$ cat src/rtl/booth_mul.sv
// Sequential signed multiplier using radix-2 Booth recoding.
// Processes one recode/shift step per clock and finishes after WIDTH steps.
// It uses the same start/valid/busy handshake as the divider. The block only
// responds when muordi=0.
module booth_mul #(
  parameter int WIDTH = 32
) (
  input  logic                 clock,
  input  logic                 reset,
  input  logic                 start,
  input  logic                 muordi,
  input  logic [WIDTH-1:0]     opera1,
  input  logic [WIDTH-1:0]     opera2,
  output logic [2*WIDTH-1:0]   result,
  output logic                 valid,
  output logic                 busy
);

  localparam int CW = $clog2(WIDTH + 1);
  localparam logic [CW-1:0] LAST = CW'(WIDTH - 1);

  typedef enum logic [1:0] {
    IDLE = 2'd0,
    RUN  = 2'd1,
    DONE = 2'd2
  } state_t;

  state_t                    state_q, state_d;
  // The accumulator and multiplicand are one bit wider than an operand.
  // This keeps A-M from overflowing when opera1 is the most negative value.
  logic signed [WIDTH:0]     a_q, a_d;
  logic signed [WIDTH:0]     m_q, m_d;
  logic [WIDTH-1:0]          q_q, q_d;
  logic                      q1_q, q1_d;
  logic [CW-1:0]             cnt_q, cnt_d;
  logic [2*WIDTH-1:0]        result_q, result_d;
  logic                      valid_q, valid_d;
  logic                      busy_q, busy_d;
  logic signed [WIDTH:0]     sum;

  // Booth recode of {Q[0],Q_1}: 01 adds M, 10 subtracts M, and 00/11 leave A unchanged.
  function automatic logic signed [WIDTH:0] booth_add(
    input logic signed [WIDTH:0] acc,
    input logic signed [WIDTH:0] mcand,
    input logic [1:0]            code
  );
    case (code)
      2'b01:   booth_add = acc + mcand;
      2'b10:   booth_add = acc - mcand;
      default: booth_add = acc;
    endcase
  endfunction

  // Next-state logic: launch in IDLE/DONE, and one Booth step per cycle in RUN.
  always_comb begin
    state_d  = state_q;
    a_d      = a_q;
    m_d      = m_q;
    q_d      = q_q;
    q1_d     = q1_q;
    cnt_d    = cnt_q;
    result_d = result_q;
    valid_d  = valid_q;
    busy_d   = busy_q;
    sum      = a_q;
    case (state_q)
      RUN: begin
        sum   = booth_add(a_q, m_q, {q_q[0], q1_q});
        // Arithmetic right shift of {A,Q,Q_1}. The sign bit of A is replicated.
        a_d   = {sum[WIDTH], sum[WIDTH:1]};
        q_d   = {sum[0], q_q[WIDTH-1:1]};
        q1_d  = q_q[0];
        cnt_d = cnt_q + CW'(1);
        if (cnt_q == LAST) begin
          state_d  = DONE;
          result_d = {a_d[WIDTH-1:0], q_d};
          valid_d  = 1'b1;
          busy_d   = 1'b0;
        end
      end
      default: begin
        // In IDLE or DONE, a multiply start launches a new operation.
        // The previous result stays visible until the new product is written.
        if (start && !muordi) begin
          state_d = RUN;
          m_d     = {opera1[WIDTH-1], opera1};
          q_d     = opera2;
          a_d     = '0;
          q1_d    = 1'b0;
          cnt_d   = '0;
          busy_d  = 1'b1;
          valid_d = 1'b0;
        end
      end
    endcase
  end

  // State register. Reset clears everything, including a half-finished product.
  always_ff @(posedge clock) begin
    if (reset) begin
      state_q  <= IDLE;
      a_q      <= '0;
      m_q      <= '0;
      q_q      <= '0;
      q1_q     <= 1'b0;
      cnt_q    <= '0;
      result_q <= '0;
      valid_q  <= 1'b0;
      busy_q   <= 1'b0;
    end else begin
      state_q  <= state_d;
      a_q      <= a_d;
      m_q      <= m_d;
      q_q      <= q_d;
      q1_q     <= q1_d;
      cnt_q    <= cnt_d;
      result_q <= result_d;
      valid_q  <= valid_d;
      busy_q   <= busy_d;
    end
  end

  assign result = result_q;
  assign valid  = valid_q;
  assign busy   = busy_q;

endmodule

$ cat config.mk
export PLATFORM = sky130hd
export DESIGN_NAME = booth_mul
export DESIGN_NICKNAME = d
export VERILOG_FILES = /design/src/rtl/booth_mul.sv
export SDC_FILE = /design/constraint.sdc
export NUM_CORES = 1
export LEC_CHECK = 0
export ABC_AREA = 1
export CORE_MARGIN = 2
export CORE_UTILIZATION = 55
export DETAILED_ROUTE_END_ITERATION = 8
export GPL_TIMING_DRIVEN = 0
export PLACE_DENSITY = 0.83
export RECOVER_POWER = 25
export SYNTH_ARGS = -nofsm -noshare
export SYNTH_HDL_FRONTEND = slang
export SYNTH_SLANG_ARGS = --single-unit
$ cat constraint.sdc
create_clock -name clock -period 3.1 [get_ports clock]
set_input_delay 0.465 -clock clock [delete_from_list [all_inputs] [get_ports clock]]
set_output_delay 0.465 -clock clock [all_outputs]
set_load 0.01 [all_outputs]
After elaboration in Yosys (flattened, before gate mapping)
Cells that the tools add are included.
{"block": "op_classes", "n_reduce_logical": 6, "mux": 17, "add_sub_neg": 3, "n_bitwise": 1, "eq_ne": 5}
{"operator": "$mux 33", "count": 2}
{"operator": "$pmux 33 s2", "count": 1}
{"operator": "$mux 32", "count": 2}
{"operator": "$add 33x32->33", "count": 1}
{"operator": "$sub 33x32->33", "count": 1}
{"operator": "$mux 6", "count": 2}
{"operator": "$mux 1", "count": 7}
{"operator": "$add 6x1->6 const B", "count": 1}
{"operator": "$eq 6x5->1 const B", "count": 1}
{"operator": "$mux 2", "count": 3}
{"operator": "$reduce_and 2->1", "count": 3}
{"operator": "$eq 2x1->1 const B", "count": 2}
{"operator": "$eq 2x2->1 const B", "count": 1}
{"operator": "$ne 2x2->1 const B", "count": 1}
{"operator": "$reduce_bool 2->1", "count": 1}
{"operator": "$logic_and 1x1->1", "count": 1}
{"operator": "$logic_not 1->1", "count": 1}
{"operator": "$not 1->1", "count": 1}
{"block": "word_totals", "regBits": 172, "word_cells": 41, "input_bits": 68}

Depth between registers and ports, before layout
{"block": "logic_depth", "depth_word": 4, "mapped_depth": 25, "depth_no_buf": 25}

Worst setup path before layout
OpenSTA, ideal clock, no wires.
{"block": "synth_path", "path_type": "flip-flop to flip-flop", "start": "reg m_q[0]", "end": "reg a_q[27]", "setup_slack_ns": 0.233, "n_path_buf": 0, "arrival_ns": 2.734, "stages_incl_launch_ff": 22, "setup_time_ns": 0.132, "required_ns": 2.968, "cell_sequence": "dfxtp_1 inv_1 ha_1 nand2_1 nor4_2 nand2_1 o31ai_2 xnor2_1 inv_1 ha_1 nand2_1 inv_1 nand2_1 nand2_1 a21oi_1 nor2_1 nor3_1 nand2_1 nand2_1 nand3_1 nand3_1 a21oi_1"}
{"block": "synth_via", "elab_chain_len": 3, "word_cells_on_any_way": 4, "cone_classes": "add/sub: 2; mux: 2"}
{"element": "start: declaration", "line_no": "32", "text": "logic signed [WIDTH:0] m_q, m_d;"}
{"element": "start signal: assignment", "line_no": "113", "text": "m_q <= m_d;"}
{"element": "$sub 33x32->33 or $add 33x32->33 (tied branches)", "line_no": "49, 48"}
{"element": "$pmux 33 s2 *", "line_no": "47", "text": "case (code)"}
{"element": "$mux 33 *", "line_no": "66", "text": "case (state_q)"}
{"element": "end signal: assignment", "line_no": "102", "text": "a_q <= '0;"}
{"element": "end signal: assignment", "line_no": "112", "text": "a_q <= a_d;"}
{"element": "end: declaration", "line_no": "31", "text": "logic signed [WIDTH:0] a_q, a_d;"}
Mark *: on every way between the ends. The rest lies on a longest branch, timed or not.
A chain may end at the register's enable or synchronous reset.

Worst setup path after layout
{"block": "layout_path", "start": "reg m_q[0]", "end": "reg a_q[31]"}
The elaborated chain is that of the path after synthesis.

==> summary.md <==
| Metric | Value |
|---|---|
| Leakage power total | 5.53 nW |
| Prevailing post-synth register cell | sky130_fd_sc_hd__dfxtp_1 |
| Router iterations before antenna repair | 6 |
| Overall power | 6.00 mW |
| Area of the mapped netlist | 9220 sq um |
| Fraction of layout instances using a drive strength above 1 | 24.8% |
| Post-synthesis net count | around 1500 |
| Half-perimeter wire length of the detailed placement result | 22800 um |
| Antenna violations before repair | 0 |
| Worst-case register-to-register setup slack | -170 ps |
| Main area contributors after synthesis | sky130_fd_sc_hd__dfxtp_1 37%, sky130_fd_sc_hd__nand2_1 16%, sky130_fd_sc_hd__nor2_1 5.9% |
| Routed wire length per instance | 18.4 um |
| Initial cell density of the core | 56.0% |
| Relative slew slack | 37.5% |
| GRT met1 Usage | between 40 and 50% |
| Cells traversed along the worst timing path | inv_4 > nand3_2 > nor3_4 > nand4_1 > nor2_2 > nand2_1 > nand2_2 > o21ai_4 > a21oi_2 > xor2_2 > ha_4 > nand2_4 > a21oi_2 > nor2_1 > nand2_2 > a21oi_2 > nand2_2 > inv_2 > nand3_2 > nand3_2 > nand2_2 > nand2_1 > a21oi_1 |
| Worst-case vdd ir drop | between 400 and 500 uV |
| Proportion of netlist area held by the largest area contributor | between 30 and 40% |
| M2 GR Usage | 54.0% |
| Routed WL | 33000 um |
| Height of the die | 133 um |
| Synth Register Bits | roughly 170 |
| Placer's final routability congestion estimate | roughly 0.98 |
| DIE WIDTH | 133 um |
| Cell taking the most area after synthesis | sky130_fd_sc_hd__dfxtp_1 |
| Later-pin clock latency in the skew report | 440 ps |
| Total number of clock tree sinks | 169 |
| Number of instances in the synthesized netlist | 1368 |
| Routed Antenna Nets | 0 |
| Fmax | 306 MHz |
| Unrepaired setup endpoints after global routing | yes |
| Worst Clk Skew | about 14 ps |
| CTS Buf Count | 17 |
| Num ports | 134 |
| Final-layout worst hold slack | 447 ps |
| Maximum number of pins on one net before global-route repair | 19 |
| Sequential cell area fraction in the yosys report | 36.7% |
| Area of the die | 17800 sq um |
| Critical path peak fanout | 5 |
| Area Overhead vs Synth | 42.2% |
| Max-slew violation total from the final report | 0 |
| Met3 global-route usage | 5.67% |
| Worst-Margin Slew | roughly 940 ps |
| Clock transition time at the flip-flop clock pins of the worst setup and hold paths | 80 ps |
| Final critical path time including I/O delays and setup | 3270 ps |
| Antenna fix cells | 0 |
| Hold Violations, Final | 0 |
| Final setup violation count | 28 |
| Leading cell type in the layout, fill and taps excluded | sky130_fd_sc_hd__nand2_1 |
| Kind of start point of the critical path | flop |
| Number of H-tree levels | 4 |
| Worst reg2reg startpoint | m_q[0] |
| Share of the clock period used by the worst path after layout | 105% |
| Deepest clock path buffer count | 2 |
| Row cnt | 47 |
| Commonest cells after routing, fill and taps aside | 332 x sky130_fd_sc_hd__nand2_1, 162 x sky130_fd_sc_hd__dfxtp_1, 107 x sky130_fd_sc_hd__inv_1, 103 x sky130_fd_sc_hd__nor2_1, 82 x sky130_fd_sc_hd__clkdlybuf4s50_1 |
| Vias per Instance | a little under 6 |
| Min setup slack post-route | -170 ps |
| Number of enable flip-flop cells after synthesis | 0 |
| Count of different cell masters after synthesis | 44 |
| Clock tree from TritonCTS | built |
| Status | complete, but fails checks |
| IO Port Bufs | 133 |
| Required time at the endpoint of the critical path | 3400 ps |
| Via count | 10500 |
| FFs w/ async S/R, synth | 0% |
| Warnings, synthesis | 0 |
| GRT Max-Usage Layer | met2 |
| Number of hold buffers added after CTS | 0 |
| Count of unresolved DRC violations after routing | 0 |
| Critical path's largest stage delay | 340 ps |
| Hold Path Class | flop to flop |
| DR iter-0 viols | 1060 |
| Failing checks | setup timing |
| Count of max-cap constraint violations | 0 |
| Final core area utilization | approximately four fifths |
| Hold path start | result[56] |
| Worst setup EP type | flop |
| Core area | around 16000 sq um |
| Average instance area after synthesis | 6.74 sq um |
| Classification of the worst setup path | flop to flop |
| Most prevalent standard cell on the critical path | sky130_fd_sc_hd__nand2_2 |
| Number of global-route vias before repair | 9301 |
| Total Nets Final | ~1700 |
| Master of the slowest instance on the critical path | sky130_fd_sc_hd__dfxtp_2 |
| Clk root buf | sky130_fd_sc_hd__clkbuf_16 |
| Start point of the critical path | m_q[0] |
| Ratio of total power to cell area | between 400 and 500 nW/um^2 |
| Critical path arrival | 3570 ps |
| Total global-route track usage | 33.8% |
| Wire length of the first global-routing pass | 47400 um |
| Overall overflow remaining after global route | 0 |
==> cell usage after synthesis (4+ instances only) <==
master	number
sky130_fd_sc_hd__a21o_1	4
sky130_fd_sc_hd__a21oi_1	85
sky130_fd_sc_hd__a22o_1	32
sky130_fd_sc_hd__a31oi_1	33
sky130_fd_sc_hd__buf_1	4
sky130_fd_sc_hd__buf_2	18
sky130_fd_sc_hd__clkbuf_1	35
sky130_fd_sc_hd__dfxtp_1	169
sky130_fd_sc_hd__ha_1	35
sky130_fd_sc_hd__inv_1	125
sky130_fd_sc_hd__nand2_1	398
sky130_fd_sc_hd__nand3_1	72
sky130_fd_sc_hd__nand4_1	9
sky130_fd_sc_hd__nor2_1	144
sky130_fd_sc_hd__nor3_1	9
sky130_fd_sc_hd__o211ai_1	4
sky130_fd_sc_hd__o21ai_0	83
sky130_fd_sc_hd__o21ai_1	13
sky130_fd_sc_hd__o21bai_1	5
sky130_fd_sc_hd__o22ai_1	4
sky130_fd_sc_hd__or2_1	6
sky130_fd_sc_hd__or2_2	13
sky130_fd_sc_hd__xnor2_1	14
sky130_fd_sc_hd__xor2_1	20
==> power breakdown <==
part | total [mW] | switching, mW | internal (mW)
Clock | 2.09 | 1.02 | 1.07
Combinational | 1.60 | 0.985 | 0.613
Sequential | 2.31 | 0.0763 | 2.23
==> cell type report <==
type,count,area (sq um)
plain buffers,57,254
clock buffers,17,425
clock inverters,14,151
fillers,1170,3350
inverters,129,494
multi-input cells,1013,6460
flip-flops and latches,169,3400
well taps,220,275
repair buffers,175,1660
==> through the flow <==
step | area [sq um] | instances | TNS [ps] | setup WS (ps)
5_1_grt | 13100 | 1794 | -7360 | -356
4_1_cts | 11900 | 1763 | -405 | -84.1
2_1_floorplan | 9220 | 1368 | 0 | 233
3_5_place_dp | 10800 | 1721 | -22540 | -556
3_3_place_gp | 10800 | 1721 | -22460 | -561
6_report | 13100 | 1794 | -1870 | -170
==> logic make-up after synthesis <==
logic type,share of synthesized area (%)
XOR/XNOR,3.23
AO/OA/AOI/OAI,17.3
flip-flops,36.7
buffers and inverters,7.82
AND/OR/NAND/NOR,30.0
adder cells (fa/ha/maj),4.97
==> routing by layer <==
metal / vias up / routed length, um
li1: 4870 / -
met1: 4887 / 13500
met2: 600 / 15100
met3: 111 / 3070
met4: 0 / 1290
met5: - / 0
==> registers in the layout, indices dropped and copies added (netlist names) <==
| name | flops |
|---|---|
| a_q | 32 |
| cnt_q | 6 |
| m_q | 32 |
| q1_q | 1 |
| q_q | 32 |
| result | 64 |
| state_q | 1 |
| valid | 1 |
==> critical path, delay by kind of cell, from the launching register on <==
family	cells	cell delay (ps)
adder cells (fa/ha/maj)	1	290
flip-flops	1	340
AND/OR/NAND/NOR	14	1510
buffers and inverters	2	150
XOR/XNOR	1	310
AO/OA/AOI/OAI	5	530
==> timing repair <==
action                                  CTS  global route
pin swaps                                32            97
resized for setup                       103           252
setup buffers                            11            31
endpoints found under the setup margin   59            52
==> worst paths after layout <==
path / endpoint / depth (start not counted)
max: a_q[31] / 23
min: result[56] / 2
max reg2reg: a_q[31] / 23
min reg2reg: result[56] / 2
No activity file was read; power rests on OpenSTA's default activity.
==> RTL change (config.mk and constraints unchanged) <==
Change the parameter `WIDTH` from 32 to 64.
--- a/src/rtl/booth_mul.sv
+++ b/src/rtl/booth_mul.sv
@@ -3,7 +3,7 @@
 // It uses the same start/valid/busy handshake as the divider. The block only
 // responds when muordi=0.
 module booth_mul #(
-  parameter int WIDTH = 32
+  parameter int WIDTH = 64
 ) (
   input  logic                 clock,
   input  logic                 reset,
Interface: changed (resized opera1, opera2 and result); port bits go from 134 to 262. The function was not compared with the original's and may differ.
==> RTL change against the unedited design <==
Area after synthesis increased by 120%; the run now fails in global routing.
==> RTL change: results (changes against the unedited design) <==
status: stopped before the end
Fail Step: global routing
first error: [ERROR GRT-0232] Routing congestion too high. Check the congestion heatmap in the GUI.
TritonCTS Buffers: 36 (+19)
die width: 194.6 um (+46%)
Port Buffer Count: 260 (+95%)
Root Driver: clkbuf_16
unique cell type count in the Yosys netlist: 44 (unchanged)
CTS Buffer Depth: 3 (+1)
Area contributors post-synth: dfxtp_1 33%, nand2_1 17%, nor2_1 7.8%, inv_1 6.7%, o21ai_0 6.0%
GP Congestion: 1.040 (+6.0%)
post-synthesis sequential area ratio: 0.3307 (-0.03622)
Synth Flop Type: dfxtp_1
pin count of the biggest net entering global routing: 15
Worst EP post-GRT repair: result[118]$_SDFFE_PP0P_/D
Post-synth ARST share: 0 (unchanged)
Synth Warn #: 0 (unchanged)
worst endpoint type: register data pin
Place WS: -1.355 ns (-0.7988 ns)
Post-DP HPWL: 63140 um (+180%)
commonest cells in the netlist: 893 x nand2_1, 413 x nor2_1, 359 x inv_1
Yosys reg bits: 330 (+95%)
CTS H-tree lvls: 2 (-2)
Syn Nets: 3381 (+130%)
Remaining Overflow, GRT: 6
placed cell area: 0.02319 mm^2 (+110%)
Overall Global Routing Usage: 0.6930
## RTL change: cells by family after synthesis
logic type / share of synthesized area
xor gates and xnor gates: 0.03464
adders and majority gates: 0.04297
and+or+nand+nor: 0.3285
DFF: 0.3307
AOI/OAI and AO/OA: 0.1676
buffers and inverters: 0.09558
## RTL change: routing by layer
metal	global-route usage	GRT overflow
met3	0.5556	3
met4	0.6174	3
met2	0.8662	0
met5	0.3436	0
met1	0.6958	0
## RTL change: stage by stage
step           hold slack (ns)  TNS, ns  cells
3_3_place_gp            0.4513  -103.82   3902
2_1_floorplan           0.4409        0   3181
4_1_cts                 0.4670   -38.64   4052
3_5_place_dp            0.4519  -108.42   3902
## RTL change: repair_timing
item / 4_1_cts
setup endpoints to repair: 126
gates resized for setup: 700
pin swaps: 186
buffers inserted: 85
